<file path="src/rtl/div_tick_timer.sv">
// Countdown timer that counts rising edges of one selected divided-clock bit,
// emitting a tick per counted edge and a done pulse when the count reaches zero.
module div_tick_timer #(
    parameter int CW = 16
) (
    input  logic          clk,
    input  logic          rst,
    input  logic [7:0]    div_in,
    input  logic [2:0]    sel,
    input  logic          start,
    input  logic          abort,
    input  logic [CW-1:0] load_val,
    output logic          tick,
    output logic          busy,
    output logic          done,
    output logic [CW-1:0] count
);

    localparam logic [1:0] S_IDLE = 2'd0;
    localparam logic [1:0] S_RUN  = 2'd1;
    localparam logic [1:0] S_DONE = 2'd2;

    localparam logic [CW-1:0] ONE = {{(CW-1){1'b0}}, 1'b1};

    logic [1:0]    state, state_nxt;
    logic [7:0]    div_q;
    logic [7:0]    rise;
    logic [2:0]    sel_q, sel_nxt;
    logic [CW-1:0] count_nxt;
    logic          tick_nxt;

    assign rise = div_in & ~div_q;
    assign busy = (state == S_RUN);

    always_comb begin
        // NOTE: every output of this block gets a default first so no latch is inferred.
        state_nxt = state;
        sel_nxt   = sel_q;
        count_nxt = count;
        tick_nxt  = 1'b0;
        if (abort) begin
            state_nxt = S_IDLE;
            count_nxt = '0;
        end else begin
            case (state)
                S_IDLE: begin
                    if (start) begin
                        sel_nxt   = sel;
                        count_nxt = load_val;
                        state_nxt = (load_val != '0) ? S_RUN : S_DONE;
                    end
                end
                S_RUN: begin
                    // The zero guard keeps the count from ever wrapping.
                    if (rise[sel_q] && (count != '0)) begin
                        count_nxt = count - ONE;
                        tick_nxt  = 1'b1;
                        if (count == ONE) state_nxt = S_DONE;
                    end
                end
                S_DONE: begin
                    state_nxt = S_IDLE;
                    count_nxt = '0;
                end
                default: begin
                    state_nxt = S_IDLE;
                    count_nxt = '0;
                end
            endcase
        end
    end

    // NOTE: sequential state uses non-blocking assignments so all registers update together.
    always_ff @(posedge clk or posedge rst) begin
        if (rst) begin
            state <= S_IDLE;
            div_q <= '0;
            sel_q <= '0;
            count <= '0;
            tick  <= 1'b0;
            done  <= 1'b0;
        end else begin
            state <= state_nxt;
            div_q <= div_in;
            sel_q <= sel_nxt;
            count <= count_nxt;
            tick  <= tick_nxt;
            done  <= (state_nxt == S_DONE);
        end
    end

endmodule

</file>
<file path="config.mk">
export PLATFORM = sky130hd
export DESIGN_NAME = div_tick_timer
export DESIGN_NICKNAME = d
export VERILOG_FILES = /design/src/rtl/div_tick_timer.sv
export SDC_FILE = /design/constraint.sdc
export NUM_CORES = 1
export LEC_CHECK = 0
export CORE_ASPECT_RATIO = 0.9
export CORE_MARGIN = 4
export CORE_UTILIZATION = 51
export DETAILED_ROUTE_END_ITERATION = 6
export GPL_TIMING_DRIVEN = 0
export MAX_ROUTING_LAYER = met4
export PLACE_DENSITY = 0.84
export SYNTH_ARGS = -nofsm -noshare
export SYNTH_HDL_FRONTEND = slang
export SYNTH_SLANG_ARGS = --single-unit
</file>
<file path="constraint.sdc">
create_clock -name clk -period 3.94 [get_ports clk]
set_input_delay 0.788 -clock clk [delete_from_list [all_inputs] [get_ports clk]]
set_output_delay 0.788 -clock clk [all_outputs]
set_load 0.02 [all_outputs]
</file>
==> results.yml, run 1 <==
outcome:
  status: "completed"
floorplan:
  die_width_microns: 70.3
  start_util_pct: 52.7
  die_h_microns: 64.1
  core-area_sq_um: 3380
  io_pins: 50
  die_area_sq_um: 4500
  rows: 20
detailed_routing:
  drtAntennaViolNets: 0
  vias: 1747
  firstDrtPassIters: 5
  drt_iter0_drc: 338
  wl_per_cell_microns: 16.9
  via_per_inst: 6.13
  wl_microns: 4820
  drc: 0
clock_network:
  clock_path_buffers: 2
  cts_max_level: 2
  worstSkewPairLatency_ns: 0.29
  postCtsSetupBuffers: 0
  cts_resized: 0
  postCtsHoldBufs: 0
  clkSinkCount: 31
  cts-buffers-inserted: 5
  root_buffer: "clkbuf_8"
  clk_pin_slew_ns: 0.06
  cts_tree: "yes"
synthesis:
  synthesis.nets: 217
  synthTopCellsByArea: "dfrtp_1 (44%), o221ai_1 (4.9%), nand2_1 (4.8%), nand3_1 (2.5%), nor3_1 (2.5%)"
  synth-async-reset-ratio_pct: 100
  synth_most_common_cell: "dfrtp_1"
  synth.distinct_cells: 46
  syn_area_per_cell_sq_um: 9.68
  yosysWarnings: 0
  synth_area_sq_um: 1780
  synthFlopType: "dfrtp_1"
  ys_ff_latch: 31
  synth_top_cells_by_count: "dfrtp_1 (31), nand2_1 (23), nor2_1 (10), o221ai_1 (10)"
  seq_area_frac_synth_pct: 43.5
  syn_inst: 184
  synth_top_area_share_pct: 43.5
  synth_edf_count: 0
  netlist.top_cell.by_area: "dfrtp_1"
timing:
  fin_skew_ns: 0.0115
  period_needed_ns: 3.04
  max_slew_margin_pct: 21.5
  setup_viol: 0
  rsz0062_at_grt: "no"
  period_share_pct: 77.3
  finalSetupTns_ns: 0
  fmax_ghz: 0.329
  hold_viol: 0
  worst_slew_pin_slew_ns: 1.18
  slew_viol_final: 0
  fin_hold_ws_ns: 0.549
worst_setup_path:
  crit_chain: "inv_1 -> clkbuf_1 -> clkbuf_1 -> nor2_1 -> clkdlybuf4s50_1"
  crit_arrival_ns: 2.26
  cp_max_fo: 10
  cp_slowest_cell: "clkdlybuf4s50_1"
  worst_setup_path_startpoint: "state[0]"
  critical_path_buf_inv_count: 4
  cpPeakStageDelay_ns: 0.56
  timing.rr.start: "count[0]"
  critPathTopFamily: "buffers and inverters"
  end_kind: "output port"
  cp-start-kind: "flop"
  cp_common_cell: "clkbuf_1"
  worstPathRequired_ns: 3.15
  worst-setup-path-type: "reg -> out"
global_routing:
  grt_pass1_vias: 1630
  grt_overflow: 0
  grt_antenna_before_repair: 0
  grt.total_usage_pct: 23.3
  grt_pass1_wl_microns: 8090
  grt_max_degree: 32
power_and_ir_drop:
  intPower_uw: 647
  p_clk_share_pct: 23.9
  p_leak_uw: 0.000963
  combPwrFrac_pct: 36.5
  power_frac_seq_pct: 39.6
  power.switching_uw: 375
  powerDensity_nw_per_um2: 424
  peakVddDrop_mv: 0.345
  switching_share_pct: 36.7
placement:
  globalplace.congestion: 0.951
  placed_cells: 277
  io_buffers: 49
  place_hpwl_microns: 3580
job:
  drv_cap: 0
min_path:
  worstHoldPathType: "reg -> reg"
  min-delay-start: "state[1]"
final_layout:
  nets: 273
  layoutNonFillerInstCount: 285
  area_delta_synth_final_pct: 35.2
  final_layout_size_suffix_gt1_share_pct: 6.22
  antenna_cells: 0
cell type report:
| cell class | count | area [sq um] |
|---|---|---|
| plain buffers | 6 | 26.3 |
| clock buffers | 7 | 76.3 |
| clock inverters | 1 | 5.00 |
| fillers | 260 | 970 |
| inverters | 7 | 26.3 |
| multi-input cells | 140 | 953 |
| flip-flops and latches | 31 | 776 |
| well taps | 44 | 55.1 |
| repair buffers | 49 | 490 |
stage by stage:
stage | cell area (sq um) | worst slack [ns] | util (%) | total power (uW)
after floorplan | 1780 | 1.79 | - | 635
after global placement | 2330 | 1.06 | 68.9 | 775
after detailed placement | 2330 | 1.07 | 68.9 | 779
after CTS | 2410 | 0.918 | 71.3 | 1020
after global routing | 2410 | 0.764 | 71.3 | 1080
final | 2410 | 0.896 | 71.3 | 1020
worst reg2reg max path, stage by stage, from the launching register on:
cell,delay [ns]
dfrtp_1,0.45
inv_1,0.10
ha_1,0.19
nor4b_4,0.31
nand4_1,0.24
o211ai_4,0.33
o31a_1,0.24
buf_4,0.20
o221ai_1,0.13
final timing paths:
kind,to,slack (ns),cells past startpoint
hold reg to reg,state[0],0.55,1
hold / removal,state[0],0.55,1
setup reg to reg,count[9],1.62,8
min in group asynchronous,count[10],1.11,2
setup / recovery,busy,0.90,5
max in group asynchronous,div_q[7],2.11,2
cells in the final DEF, fill, tap and decap left out, types with 2 or more instances in the layout:
master	count
a2bb2oi_1	2
clkbuf_1	7
clkbuf_8	5
o21ai_1	2
nand4b_1	2
nand4_1	4
clkdlybuf4s50_1	49
o211ai_1	2
a221o_1	2
and2_1	3
or3b_1	2
inv_1	7
nand3b_1	2
a21oi_1	6
nor2_1	10
mux2_2	3
ha_1	2
and3_1	6
nand3_1	9
o311ai_0	4
mux2i_1	3
nor4_1	7
nor2b_1	2
dfrtp_1	31
a22oi_1	3
nand2_1	23
o21a_1	2
o221ai_1	10
nor3_1	9
o31a_1	2
o21ai_0	2
state kept, by name, indices dropped and copies added, names as in the netlist:
register,count
sel_q,3
done,1
tick,1
count,16
state,2
div_q,8
layer usage:
metal / global-route usage (%) / share of wire [%] / vias up
met5: - / 0 / -
met3: 6.76 / 11 / 8
met1: 32.3 / 43 / 814
met2: 33.4 / 45 / 97
met4: 6.46 / 1.1 / 0
li1: - / - / 828
logic make-up (layout without fill, tap and decap cells):
group / after synthesis / after routing / share of synthesized area [%]
buffers and inverters: 13 / 70 / 2.95
and+or+nand+nor: 90 / 90 / 29.6
adders and majority gates: 2 / 2 / 1.40
muxes: 6 / 6 / 3.58
AOI/OAI and AO/OA: 42 / 42 / 18.9
DFF: 31 / 31 / 43.5
power by group through the flow:
stage	Clock (uW)	Combinational [uW]	Sequential [uW]
after CTS	250	371	404
after floorplan	0	204	430
after detailed placement	0	370	410
after global routing	266	404	413
final	245	373	405
after global placement	0	367	408
(Power assumes the default switching activity.)
==> inputs of run 2 (changes only) <==
--- a/config.mk
+++ b/config.mk
@@ -7,11 +7,11 @@
 export LEC_CHECK = 0
 export CORE_ASPECT_RATIO = 0.9
 export CORE_MARGIN = 4
-export CORE_UTILIZATION = 51
+export CORE_UTILIZATION = 48
 export DETAILED_ROUTE_END_ITERATION = 6
 export GPL_TIMING_DRIVEN = 0
 export MAX_ROUTING_LAYER = met4
-export PLACE_DENSITY = 0.84
+export PLACE_DENSITY = 0.8
 export SYNTH_ARGS = -nofsm -noshare
 export SYNTH_HDL_FRONTEND = slang
 export SYNTH_SLANG_ARGS = --single-unit
==> constraint.sdc (replaced) <==
create_clock -name clk -period 3 [get_ports clk]
set_input_delay 0.6 -clock clk [delete_from_list [all_inputs] [get_ports clk]]
set_output_delay 0.6 -clock clk [all_outputs]
set_load 0.02 [all_outputs]
==> run 2 against run 1 <==
Against the previous run:
- non-clock buffer count stayed put
- sequential share of layout area is 0.43 points lower
- critical path type unchanged
- cell area is 1.4% higher
- hold slack better by 0.0091 ns
- die area is 5.5% higher
- register-to-register slack worse by 0.96 ns
- highest routed layer unchanged
- clock skew is 0.0035 ns lower
- clock-buffer cell count is 2 lower
- core utilization is 1.1 points lower
- final cell count stayed put
- combinational power is 34% higher
==> results.yml, run 2 (synthesis results as in run 1) <==
worst_setup_path:
  worst_setup_path_startpoint: "state[0]"
  worst-setup-path-type: "reg -> out"
  critPathTopFamily: "buffers and inverters"
  cp-start-kind: "flop"
  worstPathRequired_ns: 2.40
  critical_path_buf_inv_count: 4
  crit_arrival_ns: 2.17
  cp_max_fo: 10
  cp_slowest_cell: "clkdlybuf4s50_1"
  timing.rr.start: "count[0]"
  crit_chain: "inv_1 -> clkbuf_1 -> clkbuf_2 -> nor2_1 -> clkdlybuf4s50_1"
  end_kind: "output port"
  cpPeakStageDelay_ns: 0.54
global_routing:
  grt_antenna_before_repair: 0
  grt_overflow: 0
  grt_pass1_vias: 1742
  grt_max_degree: 32
  grt.total_usage_pct: 25.0
  grt_pass1_wl_microns: 8770
final_layout:
  layoutNonFillerInstCount: 285
  final_cell_mix: "clkdlybuf4s50_1 (49), dfrtp_1 (31), nand2_1 (23)"
  mostFrequentLayoutCell: "clkdlybuf4s50_1"
  fin_area_sq_um: 2440
  regMostFlops: "count"
  final_layout_size_suffix_gt1_share_pct: 7.47
  nets: 273
  largest_register_ffs: 16
  reg.largest.list: "count x16, div_q x8, sel_q x3"
  area_delta_synth_final_pct: 37.0
  antenna_cells: 0
clock_network:
  cts_max_level: 2
  root_buffer: "clkbuf_8"
  postCtsSetupBuffers: 0
  postCtsHoldBufs: 0
  clkSinkCount: 31
  cts_resized: 0
  cts-buffers-inserted: 5
  worstSkewPairLatency_ns: 0.30
  clk_pin_slew_ns: 0.07
  cts_tree: "yes"
  clock_path_buffers: 2
floorplan:
  die_area_sq_um: 4750
  io_pins: 50
  start_util_pct: 51.2
  die_width_microns: 72.2
  core-area_sq_um: 3480
  rows: 20
  die_h_microns: 65.8
detailed_routing:
  drtAntennaViolNets: 0
  via_per_inst: 6.17
  firstDrtPassIters: 4
  drc: 0
  wl_microns: 5150
  drt_iter0_drc: 193
  vias: 1758
  wl_per_cell_microns: 18.1
placement:
  place_hpwl_microns: 3770
  dpl_cell_area_sq_um: 2330
  io_buffers: 49
  globalplace.congestion: 0.928
  placed_cells: 277
power_and_ir_drop:
  p_clk_share_pct: 28.7
  power_frac_seq_pct: 36.8
  combPwrFrac_pct: 34.5
  intPower_uw: 934
  peakVddDrop_mv: 0.319
  power.switching_uw: 513
  powerDensity_nw_per_um2: 593
  p_leak_uw: 0.000978
  switching_share_pct: 35.4
timing:
  period_share_pct: 92.4
  worst_slew_pin_slew_ns: 1.12
  setup_viol: 0
  max_slew_margin_pct: 25.0
  rsz0062_at_grt: "no"
  hold_viol: 0
  fin_skew_ns: 0.00792
  period_needed_ns: 2.77
  fmax_ghz: 0.361
  finalSetupTns_ns: 0
  slew_viol_final: 0
outcome:
  status: "completed"
job:
  drv_cap: 0
min_path:
  worstHoldPathType: "reg -> reg"
  min-delay-start: "state[1]"
-- run 2: cell type report --
class | count | area, sq um
clock inverters | 3 | 43.8
repair buffers | 49 | 490
flip-flops and latches | 31 | 776
inverters | 7 | 26.3
clock buffers | 5 | 68.8
well taps | 44 | 55.1
multi-input cells | 140 | 953
fillers | 288 | 1040
plain buffers | 6 | 27.5
-- run 2: path summary, 6_finish.rpt --
check / slack (ns) / endpoint / depth (start not counted)
max: 0.23 / busy / 5
min: 0.56 / state[0] / 1
max reg2reg: 0.66 / count[9] / 8
min reg2reg: 0.56 / state[0] / 1
max in group asynchronous: 1.74 / div_q[1] / 2
min in group asynchronous: 0.76 / count[2] / 2
-- run 2: worst register-to-register path, stage by stage (launching register included) --
cell      delay [ns]
dfrtp_1         0.45
inv_1           0.11
ha_1            0.18
nor4b_4         0.29
nand4_1         0.24
o211ai_4        0.35
o31a_1          0.24
buf_4           0.20
o221ai_1        0.13
-- run 2: power groups by stage --
| stage | registers [uW] | logic (uW) | clock network (uW) |
|---|---|---|---|
| 6_report | 533 | 499 | 416 |
| 5_1_grt | 542 | 543 | 445 |
| 4_1_cts | 531 | 494 | 426 |
| 3_5_place_dp | 539 | 491 | 0 |
| 3_3_place_gp | 537 | 483 | 0 |
| 2_1_floorplan | 565 | 268 | 0 |
-- run 2: routing by layer --
| layer | wire [microns] | vias up | share of wire, % | global-route usage [%] |
|---|---|---|---|---|
| met5 | 0 | - | 0 | - |
| met4 | 116 | 0 | 2.3 | 9.62 |
| met3 | 434 | 13 | 8.4 | 6.69 |
| met2 | 2280 | 80 | 44 | 34.9 |
| met1 | 2320 | 839 | 45 | 34.5 |
| li1 | - | 826 | - | - |
-- run 2: metrics by stage --
stage               hold WS [ns]  worst slack, ns  total power [uW]  utilization [%]
floorplan                  0.498            0.980               833                -
global placement           0.526            0.306              1020             66.9
detailed placement         0.537            0.267              1030             66.9
CTS                        0.554           0.0995              1450             70.1
global route               0.595            0.132              1530             70.2
finish                     0.559            0.229              1450             70.2
==> inputs of run 3 (changes only) <==
--- a/config.mk
+++ b/config.mk
@@ -7,11 +7,11 @@
 export LEC_CHECK = 0
 export CORE_ASPECT_RATIO = 0.9
 export CORE_MARGIN = 4
-export CORE_UTILIZATION = 48
+export CORE_UTILIZATION = 41
 export DETAILED_ROUTE_END_ITERATION = 6
 export GPL_TIMING_DRIVEN = 0
 export MAX_ROUTING_LAYER = met4
-export PLACE_DENSITY = 0.8
+export PLACE_DENSITY = 0.7
 export SYNTH_ARGS = -nofsm -noshare
 export SYNTH_HDL_FRONTEND = slang
 export SYNTH_SLANG_ARGS = --single-unit
==> run 3 against run 2 <==
Against the previous run:
- clock skew decreased by 0.0016 ns
- final cell count increased by 1.1%
- sequential cell count unchanged
- via count decreased by 1.1%
- critical path type unchanged
- largest cell class unchanged
- largest power group unchanged
- highest routed layer unchanged
==> results.yml, run 3 (synthesis results as in run 1) <==
outcome:
  status: "completed"
clock_network:
  cts_tree: "yes"
  cts-buffers-inserted: 5
  clkSinkCount: 31
  clock_path_buffers: 2
  cts_max_level: 2
  root_buffer: "clkbuf_8"
  worstSkewPairLatency_ns: 0.29
  postCtsHoldBufs: 0
  clk_pin_slew_ns: 0.06
final_layout:
  layoutNonFillerInstCount: 288
  reg.largest.list: "count x16, div_q x8, sel_q x3"
  regMostFlops: "count"
  final_cell_mix: "clkdlybuf4s50_1 (49), dfrtp_1 (31), nand2_1 (23)"
  register_area_sq_um: 776
  largest_register_ffs: 16
  mostFrequentLayoutCell: "clkdlybuf4s50_1"
  final_layout_size_suffix_gt1_share_pct: 7.08
  area_delta_synth_final_pct: 35.9
  multi_input_area_sq_um: 953
  antenna_cells: 0
  nFillCells: 379
  nets: 273
global_routing:
  grt.total_usage_pct: 21.1
  grt_antenna_before_repair: 0
  grt_overflow: 0
  grt_pass1_vias: 1765
  grt_pass1_wl_microns: 8700
  grt_max_degree: 32
floorplan:
  core-area_sq_um: 4130
  die_area_sq_um: 5470
  io_pins: 50
  die_width_microns: 77.5
  die_h_microns: 70.5
  rows: 22
  start_util_pct: 43.2
power_and_ir_drop:
  power_frac_seq_pct: 38.9
  powerDensity_nw_per_um2: 565
  intPower_uw: 867
  p_clk_share_pct: 24.3
  peakVddDrop_mv: 0.342
  power.switching_uw: 501
  p_leak_uw: 0.000971
  combPwrFrac_pct: 36.8
  switching_share_pct: 36.6
detailed_routing:
  via_per_inst: 6.03
  wl_per_cell_microns: 17.7
  wl_microns: 5090
  vias: 1738
  firstDrtPassIters: 4
  drc: 0
  drt_iter0_drc: 217
  drtAntennaViolNets: 0
timing:
  rsz0062_at_grt: "no"
  fin_skew_ns: 0.00630
  slew_viol_final: 0
  worst_slew_pin_slew_ns: 1.17
  setup_viol: 0
  finalSetupTns_ns: 0
  fmax_ghz: 0.372
  period_share_pct: 89.5
  fin_ws_ns: 0.315
  hold_viol: 0
  max_slew_margin_pct: 21.9
  period_needed_ns: 2.69
min_path:
  worstHoldPathType: "reg -> reg"
  min-delay-start: "state[1]"
worst_setup_path:
  worst_setup_path_startpoint: "state[0]"
  worstPathRequired_ns: 2.40
  worst-setup-path-type: "reg -> out"
  cp_max_fo: 10
  end_kind: "output port"
  cp-start-kind: "flop"
  timing.rr.start: "count[0]"
  crit_arrival_ns: 2.09
placement:
  io_buffers: 49
  globalplace.congestion: 0.859
  place_hpwl_microns: 3810
  placed_cells: 281
  post-place-ws_ns: 0.253
job:
  drv_cap: 0
## run 3: timing repair
item / in CTS / in global routing
gates resized for setup: 0 / 2
endpoints found under the setup margin: 0 / 1
buffers inserted: 0 / 0
## run 3: final timing paths
kind | endpoint | slack [ns] | depth (start not counted)
worst min register to register | state[0] | 0.56 | 1
min in group asynchronous | sel_q[0] | 0.93 | 2
max in group asynchronous | done | 1.37 | 2
worst min-delay path | state[0] | 0.56 | 1
worst max register to register | count[2] | 0.49 | 8
worst max-delay path | busy | 0.31 | 5
## run 3: final cells by class
| class | instances | area share [%] |
|---|---|---|
| Clock buffer | 6 | 3.41 |
| Buffer | 6 | 1.14 |
| Multi-Input combinational cell | 140 | 39.4 |
| Inverter | 7 | 1.09 |
| Tap cell | 48 | 2.48 |
| Clock inverter | 1 | 0.207 |
| Timing Repair Buffer | 49 | 20.3 |
| Sequential cell | 31 | 32.0 |
## run 3: per-stage QoR
| step | hold WS, ns | power (uW) | util (%) | cell area (sq um) |
|---|---|---|---|---|
| 6_report | 0.558 | 1370 | 58.6 | 2420 |
| 5_1_grt | 0.580 | 1450 | 58.6 | 2420 |
| 4_1_cts | 0.549 | 1370 | 58.6 | 2420 |
| 3_5_place_dp | 0.542 | 1040 | 56.5 | 2330 |
| 3_3_place_gp | 0.539 | 1030 | 56.5 | 2330 |
| 2_1_floorplan | 0.498 | 833 | - | 1780 |
## run 3: worst max-delay path: stages (launching register included)
cell	delay (ns)
dfrtp_1	0.41
inv_1	0.08
clkbuf_1	0.35
clkbuf_2	0.32
nor2_1	0.09
clkdlybuf4s50_1	0.55
## run 3: power by group through the flow
stage                     logic, uW  clock network, uW  registers (uW)
after floorplan                 268                  0             565
after global placement          495                  0             538
after detailed placement        497                  0             540
after CTS                       501                337             532
after global routing            551                355             543
final                           503                332             533
## run 3: metal layers
layer	part of all wire (%)	wire (microns)	GRT usage [%]	vias to the layer above
met5	0	0	-	-
met4	2.4	120	10.5	0
met3	5.6	285	4.33	13
met2	46	2340	29.4	60
met1	46	2350	29.1	844
li1	-	-	-	821
==> patch 1, RTL diff (config.mk and constraints of run 3) <==
Remove the register `done`: a continuous assignment takes its place, so the output `done` follows one clock earlier.
--- a/src/rtl/div_tick_timer.sv
+++ b/src/rtl/div_tick_timer.sv
@@ -79,5 +79,4 @@
             count <= '0;
             tick  <= 1'b0;
-            done  <= 1'b0;
         end else begin
             state <= state_nxt;
@@ -86,8 +85,9 @@
             count <= count_nxt;
             tick  <= tick_nxt;
-            done  <= (state_nxt == S_DONE);
         end
     end
 
+    assign done = (state_nxt == S_DONE);
+
 endmodule
 
Formal check against the unedited RTL: not equivalent (a bounded check fails within 4 cycles, from zero or initial values and one cycle with rst high).
==> patch 1 against run 3 <==
Clock skew down 0.0030 ns; count of clock-buffer cells in the layout down 1; worst setup slack worse by 0.11 ns; sequential cell count down 1; via count down 0.17%; combinational power up 2%; register-to-register slack better by 0.18 ns; design area down 0.15%; total power down 1.7%; area after synthesis down 1.4%; global-route usage down 0.95 points; sequential share of layout area down 0.99 points; wire length up 2.2%; largest power group unchanged.
==> patch 1: results (changes against run 3) <==
| Metric | Value |
|---|---|
| Largest net degree at the start of global routing | 31 (-3.1%) |
| Post-Place Cell Area | 2307 µm² (-1.1%) |
| Post-synth top cells | dfrtp_1 (30), nand2_1 (23), nor2_1 (10), o221ai_1 (10) |
| Sw Pwr | 0.0005052 W (+0.91%) |
| Hpwl dp | 3793 µm (-0.46%) |
| Top cells by area, synth | dfrtp_1 (43%), o221ai_1 (5.0%), nand2_1 (4.9%), nand3_1 (2.6%), nor3_1 (2.6%) |
| Final #Nets | 274 (+0.37%) |
| Mean Syn Cell Area | 9.599 µm² (-0.87%) |
| Area grow syn2layout | 37.61% |
| Slew Limit Fails | 0 (unchanged) |
| Vias in the first global route | 1700 (-3.7%) |
| Iter 0 DRT Violations | 189 (-13%) |
| CTS Buf Count | 5 (unchanged) |
| Peak VDD IR | 296.6 µV (-13%) |
| CP top delay family | simple AND/OR/NAND/NOR gates |
| Leak Pwr | 0.9722 nW (+0.15%) |
| Dpl cells | 280 (-0.36%) |
| Share of cells above drive strength 1 | 8.714% (+1.6 points) |
| Post-Syn Nets | 216 (-0.46%) |
| First-pass GRT wire length | 8369 µm (-3.8%) |
| Slowest stage delay, CP | 0.47 ns (-0.08 ns) |
| Distinct cells, synth | 46 (unchanged) |
| Pre-CTS WS | -0.4616 ns (-0.7148 ns) |
| Status | finished clean |
| Final Wtd Congestion | 0.8701 (+1.3%) |
| Final wirelength | 5208 µm (+2.2%) |
| GRT Total Usage | 20.17% (-0.95 points) |
| Largest fanout on the critical path | 3 (-7) |
| Skew final | 0.003314 ns (-0.002982 ns) |
| Via density | 6.003 (-0.52%) |
patch 1: cell count changes after synthesis:
cell / before / now
dfrtp_1: 31 / 30
patch 1: final timing paths:
path	slack, ns	depth (start not counted)	endpoint	start
setup / recovery	0.20	7	done	div_in[6]
hold / removal	0.54	1	state[0]$_DFF_PP0_	state[1]$_DFF_PP0_
setup reg to reg	0.67	8	count[9]$_DFFE_PP0P_	count[0]$_DFFE_PP0P_
hold reg to reg	0.54	1	state[0]$_DFF_PP0_	state[1]$_DFF_PP0_
max in group asynchronous	1.35	2	count[11]$_DFFE_PP0P_	rst
min in group asynchronous	0.94	2	div_q[5]$_DFF_PP0_	rst
patch 1: repair_timing:
item	CTS	global route
resized for setup	5	4
hold buffers	0	0
buffers inserted	0	2
pin swaps	0	2
setup endpoints to repair	1	2
endpoints found under the hold margin	0	0
patch 1: power groups by stage:
stage          logic (W)  registers (W)  clock network [W]
2_1_floorplan   0.000268       0.000551                  0
3_3_place_gp    0.000488       0.000525                  0
3_5_place_dp    0.000492       0.000526                  0
4_1_cts         0.000499       0.000520           0.000309
5_1_grt         0.000555       0.000533           0.000322
6_report        0.000514       0.000524           0.000307
patch 1: kinds of logic after synthesis:
kind of cell    share of synthesized area [%]
compound gates                          19.16
fa+ha+maj                               1.424
flops                                   42.74
buf+inv                                 2.992
simple gates                            30.06
mux                                     3.632
patch 1: per-layer routing:
layer	share of wire (%)	track usage (%)
met5	0	-
met4	1.3	7.510
met3	6.0	3.608
met2	45	29.40
met1	48	28.06
patch 1: cell type report:
class | instances | share of cell area, %
clock inverter | 2 | 0.4141
inverter | 7 | 1.087
sequential | 30 | 31.06
tap | 48 | 2.484
timing repair buffer | 51 | 20.70
clock buffer | 5 | 2.847
buffer | 6 | 1.139
multi-input combinational | 140 | 40.27
==> patch 2, RTL diff (flow settings as in run 3) <==
Without the edit above. Set the parameter `CW` to 17 (it was 16).
--- a/src/rtl/div_tick_timer.sv
+++ b/src/rtl/div_tick_timer.sv
@@ -2,5 +2,5 @@
 // emitting a tick per counted edge and a done pulse when the count reaches zero.
 module div_tick_timer #(
-    parameter int CW = 16
+    parameter int CW = 17
 ) (
     input  logic          clk,
Ports: changed (resized count and load_val); port bits go from 50 to 52. The function was not compared with the original's and may differ.
==> patch 2 against run 3 <==
Worst setup slack worse by 0.23 ns; synthesized cell count is 16% higher; die area is 9.6% higher; count of clock-buffer cells in the layout is 1 higher; sequential power is 9.2% higher; largest power group is now combinational cells; wire length is 20% higher; critical path depth is 1 higher; sequential share of layout area is 1.9 points lower; core utilization is 0.22 points lower; worst hold slack hardly changed; sequential cell count is 1 higher; area after synthesis is 11% higher; total power is 16% higher; design area is 9.7% higher.
==> patch 2: results (changes against run 3) <==
| Metric | Value |
|---|---|
| Status | finished clean |
| Leak Pwr | 1.030 nW (+6.2%) |
| Mean Syn Cell Area | 9.220 µm² (-4.8%) |
| Peak VDD IR | 349.5 µV (+2.2%) |
| Largest fanout on the critical path | 6 (-4) |
| Slowest stage delay, CP | 1.13 ns (+0.58 ns) |
| CLK BUF | 7 (+1) |
| Vias in the first global route | 1957 (+11%) |
| Dpl cells | 327 (+16%) |
| Iter 0 DRT Violations | 167 (-23%) |
| Non-clk bufs | 59 (+7.3%) |
| Final Wtd Congestion | 0.9095 (+5.9%) |
| Clk cell area share | 3.533% (-0.085 points) |
| Fraction of area in registers | 30.15% (-1.9 points) |
| Seq cells post-synth | 32 (+3.2%) |
| Top cells by area, synth | dfrtp_1 (41%), nor3_1 (3.8%), nand2_1 (3.4%), nand3_1 (3.0%), nor2_1 (3.0%) |
| Register area share after synthesis | 40.58% (-3.0 points) |
| First-pass GRT wire length | 9860 µm (+13%) |
| Distinct cells, synth | 49 (+6.5%) |
| Post-Syn Nets | 248 (+14%) |
| Power Internal | 0.0009586 W (+11%) |
| TritonRoute pass-1 iters | 5 (+1) |
| Via count | 2072 (+19%) |
| CP top delay family | simple AND/OR/NAND/NOR gates |
| Clock group | 0.000357 W (+7.5%) |
| Largest net degree at the start of global routing | 33 (+3.1%) |
| Worst path slowest cell | nor4_1 |
==> patch 2: cell families (layout without fill, tap and decap cells) <==
group / count (synthesis) / after routing / synth area share [%]
buffers and inverters: 17 / 76 / 4.057
AOI/OAI and AO/OA: 53 / 53 / 22.00
adders and majority gates: 2 / 2 / 1.268
and+or+nand+nor: 105 / 105 / 29.42
muxes: 5 / 5 / 2.663
DFF: 32 / 32 / 40.58
==> patch 2: worst min-delay path: cells and delay by family, from the launching register on <==
family           cells  cell delay, ns
AO/OA/AOI/OAI        1            0.07
flip-flops           1            0.39
AND/OR/NAND/NOR      1            0.06
==> patch 2: routing by layer <==
layer | global-route usage, % | up-vias | wire (µm)
met5 | - | - | 0
met4 | 7.880 | 0 | 110
met3 | 5.147 | 10 | 597
met2 | 32.91 | 111 | 2692
met1 | 31.18 | 996 | 2727
li1 | - | 955 | -
==> patch 2: per-stage QoR <==
step	setup slack (ns)	power, W	cell area [µm²]	setup TNS (ns)
after floorplan	0.4228	0.0009691	1973	0
after global placement	-0.1151	0.001221	2561	-0.1151
after detailed placement	-0.1521	0.001229	2561	-0.1521
after CTS	0.1066	0.001582	2655	0
after global routing	0.09351	0.001685	2656	0
final	0.08680	0.001589	2656	0
==> patch 2: path summary, 6_finish.rpt <==
check	start	endpoint	slack [ns]	cells after the start
worst min-delay path	count[12]$_DFFE_PP0P_	count[12]$_DFFE_PP0P_	0.56	2
worst min register to register	count[12]$_DFFE_PP0P_	count[12]$_DFFE_PP0P_	0.56	2
max in group asynchronous	rst	count[6]$_DFFE_PP0P_	1.81	2
worst max-delay path	div_in[4]	count[7]$_DFFE_PP0P_	0.09	6
min in group asynchronous	rst	count[4]$_DFFE_PP0P_	0.74	2
worst max register to register	count[0]$_DFFE_PP0P_	count[7]$_DFFE_PP0P_	0.25	7
